## config.mk

```make
export PLATFORM = sky130hd
export DESIGN_NAME = mem_stream_reader
export DESIGN_NICKNAME = d
export VERILOG_FILES = /design/src/rtl/mem_stream_reader.sv
export SDC_FILE = /design/constraint.sdc
export NUM_CORES = 1
export LEC_CHECK = 0
export ABC_AREA = 1
export CAP_MARGIN = 0
export CORE_MARGIN = 8
export CORE_UTILIZATION = 50
export CTS_BUF_LIST = sky130_fd_sc_hd__clkbuf_4
export DETAILED_ROUTE_END_ITERATION = 12
export PLACE_DENSITY = 0.8
export SLEW_MARGIN = 20
export SYNTH_ARGS = -nofsm -noshare
export SYNTH_HDL_FRONTEND = slang
export SYNTH_SLANG_ARGS = --single-unit
```

## constraint.sdc

```tcl
create_clock -name clk_i -period 4.3 [get_ports clk_i]
set_clock_uncertainty 0.15 [all_clocks]
set_input_delay 1.075 -clock clk_i [delete_from_list [all_inputs] [get_ports clk_i]]
set_output_delay 1.075 -clock clk_i [all_outputs]
set_load 0.01 [all_outputs]
```

## src/rtl/mem_stream_reader.sv

```systemverilog
// Streams a burst of words out of a registered-output RAM port through a 2-entry
// skid FIFO, issuing at most one read per cycle while keeping the FIFO from overflowing.
module mem_stream_reader #(
    parameter int unsigned DATA_W = 8,
    parameter int unsigned ADDR_W = 6
) (
    input  logic              clk_i,
    input  logic              rst_i,
    input  logic              start_i,
    input  logic [ADDR_W-1:0] addr_i,
    input  logic [ADDR_W:0]   len_i,
    output logic              busy_o,
    output logic              done_o,
    output logic              ram_en_o,
    output logic              ram_we_o,
    output logic [ADDR_W-1:0] ram_addr_o,
    output logic [DATA_W-1:0] ram_din_o,
    input  logic [DATA_W-1:0] ram_dout_i,
    output logic              m_valid_o,
    output logic [DATA_W-1:0] m_data_o,
    input  logic              m_ready_i
);

    typedef enum logic [1:0] {IDLE, RUN, FLUSH} state_t;

    state_t                     state_q, state_d;
    logic [ADDR_W-1:0]          addr_q, addr_d;
    logic [ADDR_W:0]            rem_q, rem_d;
    logic                       inflight_q;
    logic [1:0]                 cnt_q, cnt_d;
    logic                       wr_ptr_q, rd_ptr_q;
    logic [1:0][DATA_W-1:0]     buf_q;
    logic                       len0_q;
    logic                       pop, issue, start_ok, last_pop;
    logic [2:0]                 occ;

    assign pop       = m_valid_o & m_ready_i;
    assign m_valid_o = (cnt_q != 2'd0);
    assign m_data_o  = buf_q[rd_ptr_q];
    // Occupancy the FIFO will have next cycle before any new issue lands.
    assign occ       = 3'(cnt_q) + 3'(inflight_q) - 3'(pop);
    assign cnt_d     = occ[1:0];
    assign start_ok  = (state_q == IDLE) & start_i & ~rst_i;
    assign last_pop  = (state_q == FLUSH) & pop & (cnt_q == 2'd1) & ~inflight_q;

    assign busy_o    = (state_q != IDLE);
    assign done_o    = len0_q | last_pop;
    assign ram_en_o  = issue;
    assign ram_we_o  = 1'b0;
    assign ram_din_o = '0;

    // The first read goes out in the start cycle itself so data reaches the FIFO two cycles later.
    always_comb begin
        issue      = 1'b0;
        ram_addr_o = addr_q;
        state_d    = state_q;
        addr_d     = addr_q;
        rem_d      = rem_q;
        case (state_q)
            IDLE: begin
                if (start_ok && (len_i != '0)) begin
                    issue      = 1'b1;
                    ram_addr_o = addr_i;
                    addr_d     = addr_i + ADDR_W'(1);
                    rem_d      = len_i - (ADDR_W+1)'(1);
                    state_d    = (len_i == (ADDR_W+1)'(1)) ? FLUSH : RUN;
                end
            end
            RUN: begin
                if (occ < 3'd2) begin
                    issue  = 1'b1;
                    addr_d = addr_q + ADDR_W'(1);
                    rem_d  = rem_q - (ADDR_W+1)'(1);
                    if (rem_q == (ADDR_W+1)'(1)) state_d = FLUSH;
                end
            end
            FLUSH: begin
                if (last_pop) state_d = IDLE;
            end
            default: state_d = IDLE;
        endcase
    end

    always_ff @(posedge clk_i) begin
        if (rst_i) begin
            state_q    <= IDLE;
            addr_q     <= '0;
            rem_q      <= '0;
            inflight_q <= 1'b0;
            cnt_q      <= 2'd0;
            wr_ptr_q   <= 1'b0;
            rd_ptr_q   <= 1'b0;
            len0_q     <= 1'b0;
        end else begin
            state_q    <= state_d;
            addr_q     <= addr_d;
            rem_q      <= rem_d;
            inflight_q <= issue;
            cnt_q      <= cnt_d;
            len0_q     <= start_ok & (len_i == '0);
            if (inflight_q) wr_ptr_q <= ~wr_ptr_q;
            if (pop)        rd_ptr_q <= ~rd_ptr_q;
        end
    end

    // FIFO storage needs no reset; validity is tracked by cnt_q.
    always_ff @(posedge clk_i) begin
        if (!rst_i && inflight_q) buf_q[wr_ptr_q] <= ram_dout_i;
    end

endmodule

```

Word-level counts from Yosys, hierarchy flattened
Index checks and enable logic that the tools add are counted.
{ "classes": {"addsub": 6, "n_lt_le_gt_ge": 4, "n_eq_ne": 9, "mux": 22, "bitwise": 12, "n_reduce_logical": 12} }
{ "op_table": {"columns": ["operator", "n"], "rows": [
  ["$mux W6", 4],
  ["$mux W8", 3],
  ["$bwmux W16", 1],
  ["$eq A7 B1 Y1 const B", 2],
  ["$mux W7", 2],
  ["$pmux W7 S2", 1],
  ["$sub A7 B1 Y7 const B", 2],
  ["$add A6 B1 Y6 const B", 2],
  ["$pmux W6 S2", 1],
  ["$mux W2", 5],
  ["$demux W8 S1", 1],
  ["$and A1 B1 Y1", 7],
  ["$logic_not A7 Y1", 1],
  ["$reduce_bool A7 Y1", 1],
  ["$ne A2 B2 Y1 const B", 3],
  ["$pmux W2 S3", 1],
  ["$reduce_bool A2 Y1", 3],
  ["$eq A2 B1 Y1 const B", 2],
  ["$lt A1 B2 Y1 const B", 2],
  ["$not A1 Y1", 4],
  ["$reduce_and A4 Y1", 1],
  ["$add A2 B1 Y3", 1],
  ["$logic_and A1 B1 Y1", 3],
  ["$lt A3 B2 Y1 const B", 1],
  ["10 further kinds", 11]
]} }
{ "word_totals": {"register_bits": 37, "input_bits": 25, "out_inout_bits": 27, "word_cells": 75} }

Logic depth before layout (Yosys ltp)
{ "logic_depth": {"depth_word": 7, "ltp_mapped": 13, "ltp_nobuf": 13} }

Worst setup path after synthesis
OpenSTA, ideal clock, no wires.
{ "synth_timing": {"path_type": "in2out", "start": "input m_ready_i", "end": "output ram_en_o", "arrival_ns": 2.483, "required_ns": 3.075, "slack_ns": 0.592, "stages": 10, "path_cell_list": "o21a_1 -> xor2_1 -> inv_1 -> ha_1 -> inv_1 -> fa_1 -> xnor2_1 -> nand3_2 -> nand2_4 -> buf_6"} }
{ "synth_between": {"elab_chain_cells": 5} }
{ "synth_lines": {"columns": ["element", "line_no", "source"], "rows": [
  ["from (decl)", "21", "input logic m_ready_i"],
  ["$and A1 B1 Y1", "37", "assign pop = m_valid_o & m_ready_i;"],
  ["$sub A3 B1 Y3", "41", "assign occ = 3'(cnt_q) + 3'(inflight_q) - 3'(pop);"],
  ["$lt A3 B2 Y1", "70", "if (occ < 3'd2) begin"],
  ["$mux W1", "70", null],
  ["$pmux W1 S2", "59", "case (state_q)"],
  ["to (decl)", "14", "output logic ram_en_o,"]
]} }
Every way passes these cells.

Worst setup path after layout
{ "layout_timing": {"start": "input len_i[4]", "end": "output ram_addr_o[1]"} }
{ "layout_between": {"elab_chain_cells": 4} }
{ "layout_lines": {"columns": ["element", "line_no", "source"], "rows": [
  ["from (decl)", "11", "input logic [ADDR_W:0] len_i,"],
  ["$reduce_bool A7 Y1", "61", "if (start_ok && (len_i != '0)) begin"],
  ["$logic_and A1 B1 Y1", "61", null],
  ["$mux W6", "61", null],
  ["$mux W6", "59", null],
  ["to (decl)", "16", "output logic [ADDR_W-1:0] ram_addr_o,"]
]} }
Every way passes these cells.

==> summary.txt <==
Fillers = 380
cell count after placement = 383
CTS HTree Levels = 2
Max Root-Sink Buffers = 2
top-count cell post-synth = nand2_1
cells on worst reg2reg path = 13
Pleak = 1.229 nW
worst hold stages = 2
top cell type's share of synthesized area = 21.65%
PwrDens = 467.2 nW/µm²
hold_sp = wr_ptr_q
Post-Synthesis Cells = 288
post-route ant nets = 0
critical path endpoint category = output pin
flop-to-flop setup slack = 1740 ps
Iter 0 DRT Violations = 36
wire per inst = 12.50 µm
fin. max-slew vios = 0
first-pass GRT wire length = 8.266 mm
TritonCTS Sinks = 37
worst-margin pin slew = 600.0 ps
Synth area leader = edfxtp_1
maximum VDD drop = 0.2169 mV
minimum clock period = 4202 ps
worst path arrival time = 2980 ps
DIE HEIGHT = 82.63 µm
R2R Path Start = cnt_q[1]
data required time at the worst endpoint = 3070 ps
outcome = finished, final reports clean
CTS Buf Count = 5
TritonCTS clock tree = done
Die X = 82.63 µm
Clk Tree Root Cell = clkbuf_4
Finished Layout Cells = 391
Max transition margin = 59.85%
Area after DPL = 2670 µm²
pre-CTS setup slack = -310.7 ps
# hold bufs at CTS = 0
layout cells sized above 1 = 10.91%
Final Hold Vio Count = 0
Core Footprint = 4324 µm²
Routed WL = 4.888 mm
Post-synth EDFFs = 16
Vias = 1925
Rows = 24
Tcrit/Tclk final = 97.71%
worst-path maximum fanout = 10
vias in the first global route = 1954
total track usage = 15.54%
Mapped Area = 2220 µm²
syn avg cell area = 7.707 µm²
Remaining DRCs = 0
WS Path Type = in2out
unrepaired setup endpoints after global routing = no
reg-to-reg endpoint = addr_q[0]
Synth top cells by count = nand2_1 (86), inv_1 (30), nand3_1 (22), dfxtp_1 (21), nor2_1 (18)
Synth Flop Type = dfxtp_1
Area Growth Syn to Fin = 22.89%
CP Launch Type = input pin
post-synthesis async set-or-reset flop share = 0%
DR pass1 iterations = 4
initial antenna violation count = 0
RD Place Congestion = 0.8503
WHS Endpoint = wr_ptr_q
Max-Cap Viols = 0
Max Freq = 238.0 MHz
synthesis-stage register bit count = 37
Reg area = 900.9 µm²
largest net degree at the start of global routing = 20
setup tns final = 0 ps
# IOs = 52
IO buf count = 42
final setup fails = 0
worst setup margin = 98.29 ps
Hold Crit Class = reg2reg
Synth cell types = 34
Congestion Overflow GR = 0
fin area = 2728 µm²
clock latency on the worst-skew pair = 350 ps
area of the multi-input gates = 1101 µm²
DR vias/cell = 4.923
synth warn = 0
Inserted Diodes = 0
Final Net Count = 371
Clock Pin Slew Worst Setup and Hold Paths = 110 ps
Synth area leaders = edfxtp_1 (22%), dfxtp_1 (19%), nand2_1 (15%)
starting density of the core = 51.33%
register area share after synthesis = 40.59%
die area = 6827 µm²
DP HPWL = 3.771 mm
metrics by stage:
step           utilization, %  total power, W  hold WS, ps
6_report                63.08        0.001274        323.1
3_3_place_gp            61.75        0.001078        300.9
3_5_place_dp            61.75        0.001094        312.9
4_1_cts                 63.08        0.001281        329.1
5_1_grt                 63.08        0.001378        359.6
2_1_floorplan               -       0.0008783        291.3
worst max path at each step:
stage | startpoint | end | cells past startpoint
2_1_floorplan | m_ready_i | ram_en_o | 10
3_3_place_gp | m_ready_i | ram_en_o | 11
3_5_place_dp | m_ready_i | ram_en_o | 11
4_1_cts | m_ready_i | ram_en_o | 11
5_1_grt | len_i[4] | ram_addr_o[1] | 6
6_report | len_i[4] | ram_addr_o[1] | 6
layer usage:
metal	wire, µm	track usage, %	vias up
li1	-	-	1004
met1	2172	17.76	858
met2	2303	26.94	57
met3	332	3.571	6
met4	79	7.069	0
met5	0	0	-
flip-flops by register name, summed over array words and instances (netlist names):
register,cells
addr_q,6
buf_q,16
cnt_q,2
inflight_q,1
len0_q,1
rd_ptr_q,1
rem_q,7
state_q,2
wr_ptr_q,1
power by group:
group	total [W]	internal, W	leakage (nW)	switching (W)
sequential	0.000481	0.000424	0.317	0.0000572
combinational	0.000618	0.000287	0.882	0.000331
clock	0.000175	0.0000591	0.0300	0.000116
total	0.00127	0.000770	1.23	0.000504
placed cells by master, fill, tap and decap left out, drive strengths merged:
| cell type | instances |
|---|---|
| or2 | 1 |
| dfxtp | 21 |
| o211ai | 1 |
| clkinv | 3 |
| buf | 9 |
| nand4 | 2 |
| o22ai | 1 |
| nor2 | 21 |
| clkdlybuf4s50 | 41 |
| and2 | 1 |
| nor3 | 2 |
| conb | 9 |
| o21a | 1 |
| ha | 7 |
| nand2 | 93 |
| inv | 34 |
| nand3b | 1 |
| edfxtp | 16 |
| xor2 | 3 |
| xnor2 | 4 |
| clkbuf | 6 |
| o21bai | 1 |
| fa | 1 |
| mux2 | 2 |
| a21oi | 12 |
| nand3 | 25 |
| o21ai | 21 |
area by class of cell:
type                            count  area share, %
Clock buffer                        5          1.376
Clock inverter                      3         0.4587
Multi-Input combinational cell    209          40.37
Tap cell                           52          2.385
Inverter                           34          4.679
Sequential cell                    37          33.03
Timing Repair Buffer               51          17.71
cells by family after synthesis:
family | count (synthesis) | synth area share [%]
AOI/OAI and AO/OA | 37 | 9.246
xor gates and xnor gates | 7 | 2.762
adders and majority gates | 8 | 4.848
buffers and inverters | 50 | 11.72
DFF | 37 | 40.59
muxes | 2 | 1.353
other | 1 | 0.1689
and+or+nand+nor | 146 | 29.31
worst max-delay path: stages:
cell	delay (ps)
clkdlybuf4s50_1	450
nor2_1	240
nand4_1	220
nand2_4	190
mux2_4	310
clkdlybuf4s50_1	480
timing repair:
action | 4_1_cts | 5_1_grt
resized for setup | 3 | 2
endpoints found under the setup margin | 1 | 3
buffers inserted | 0 | 0
Note: power is estimated with default switching activity, not from simulation.
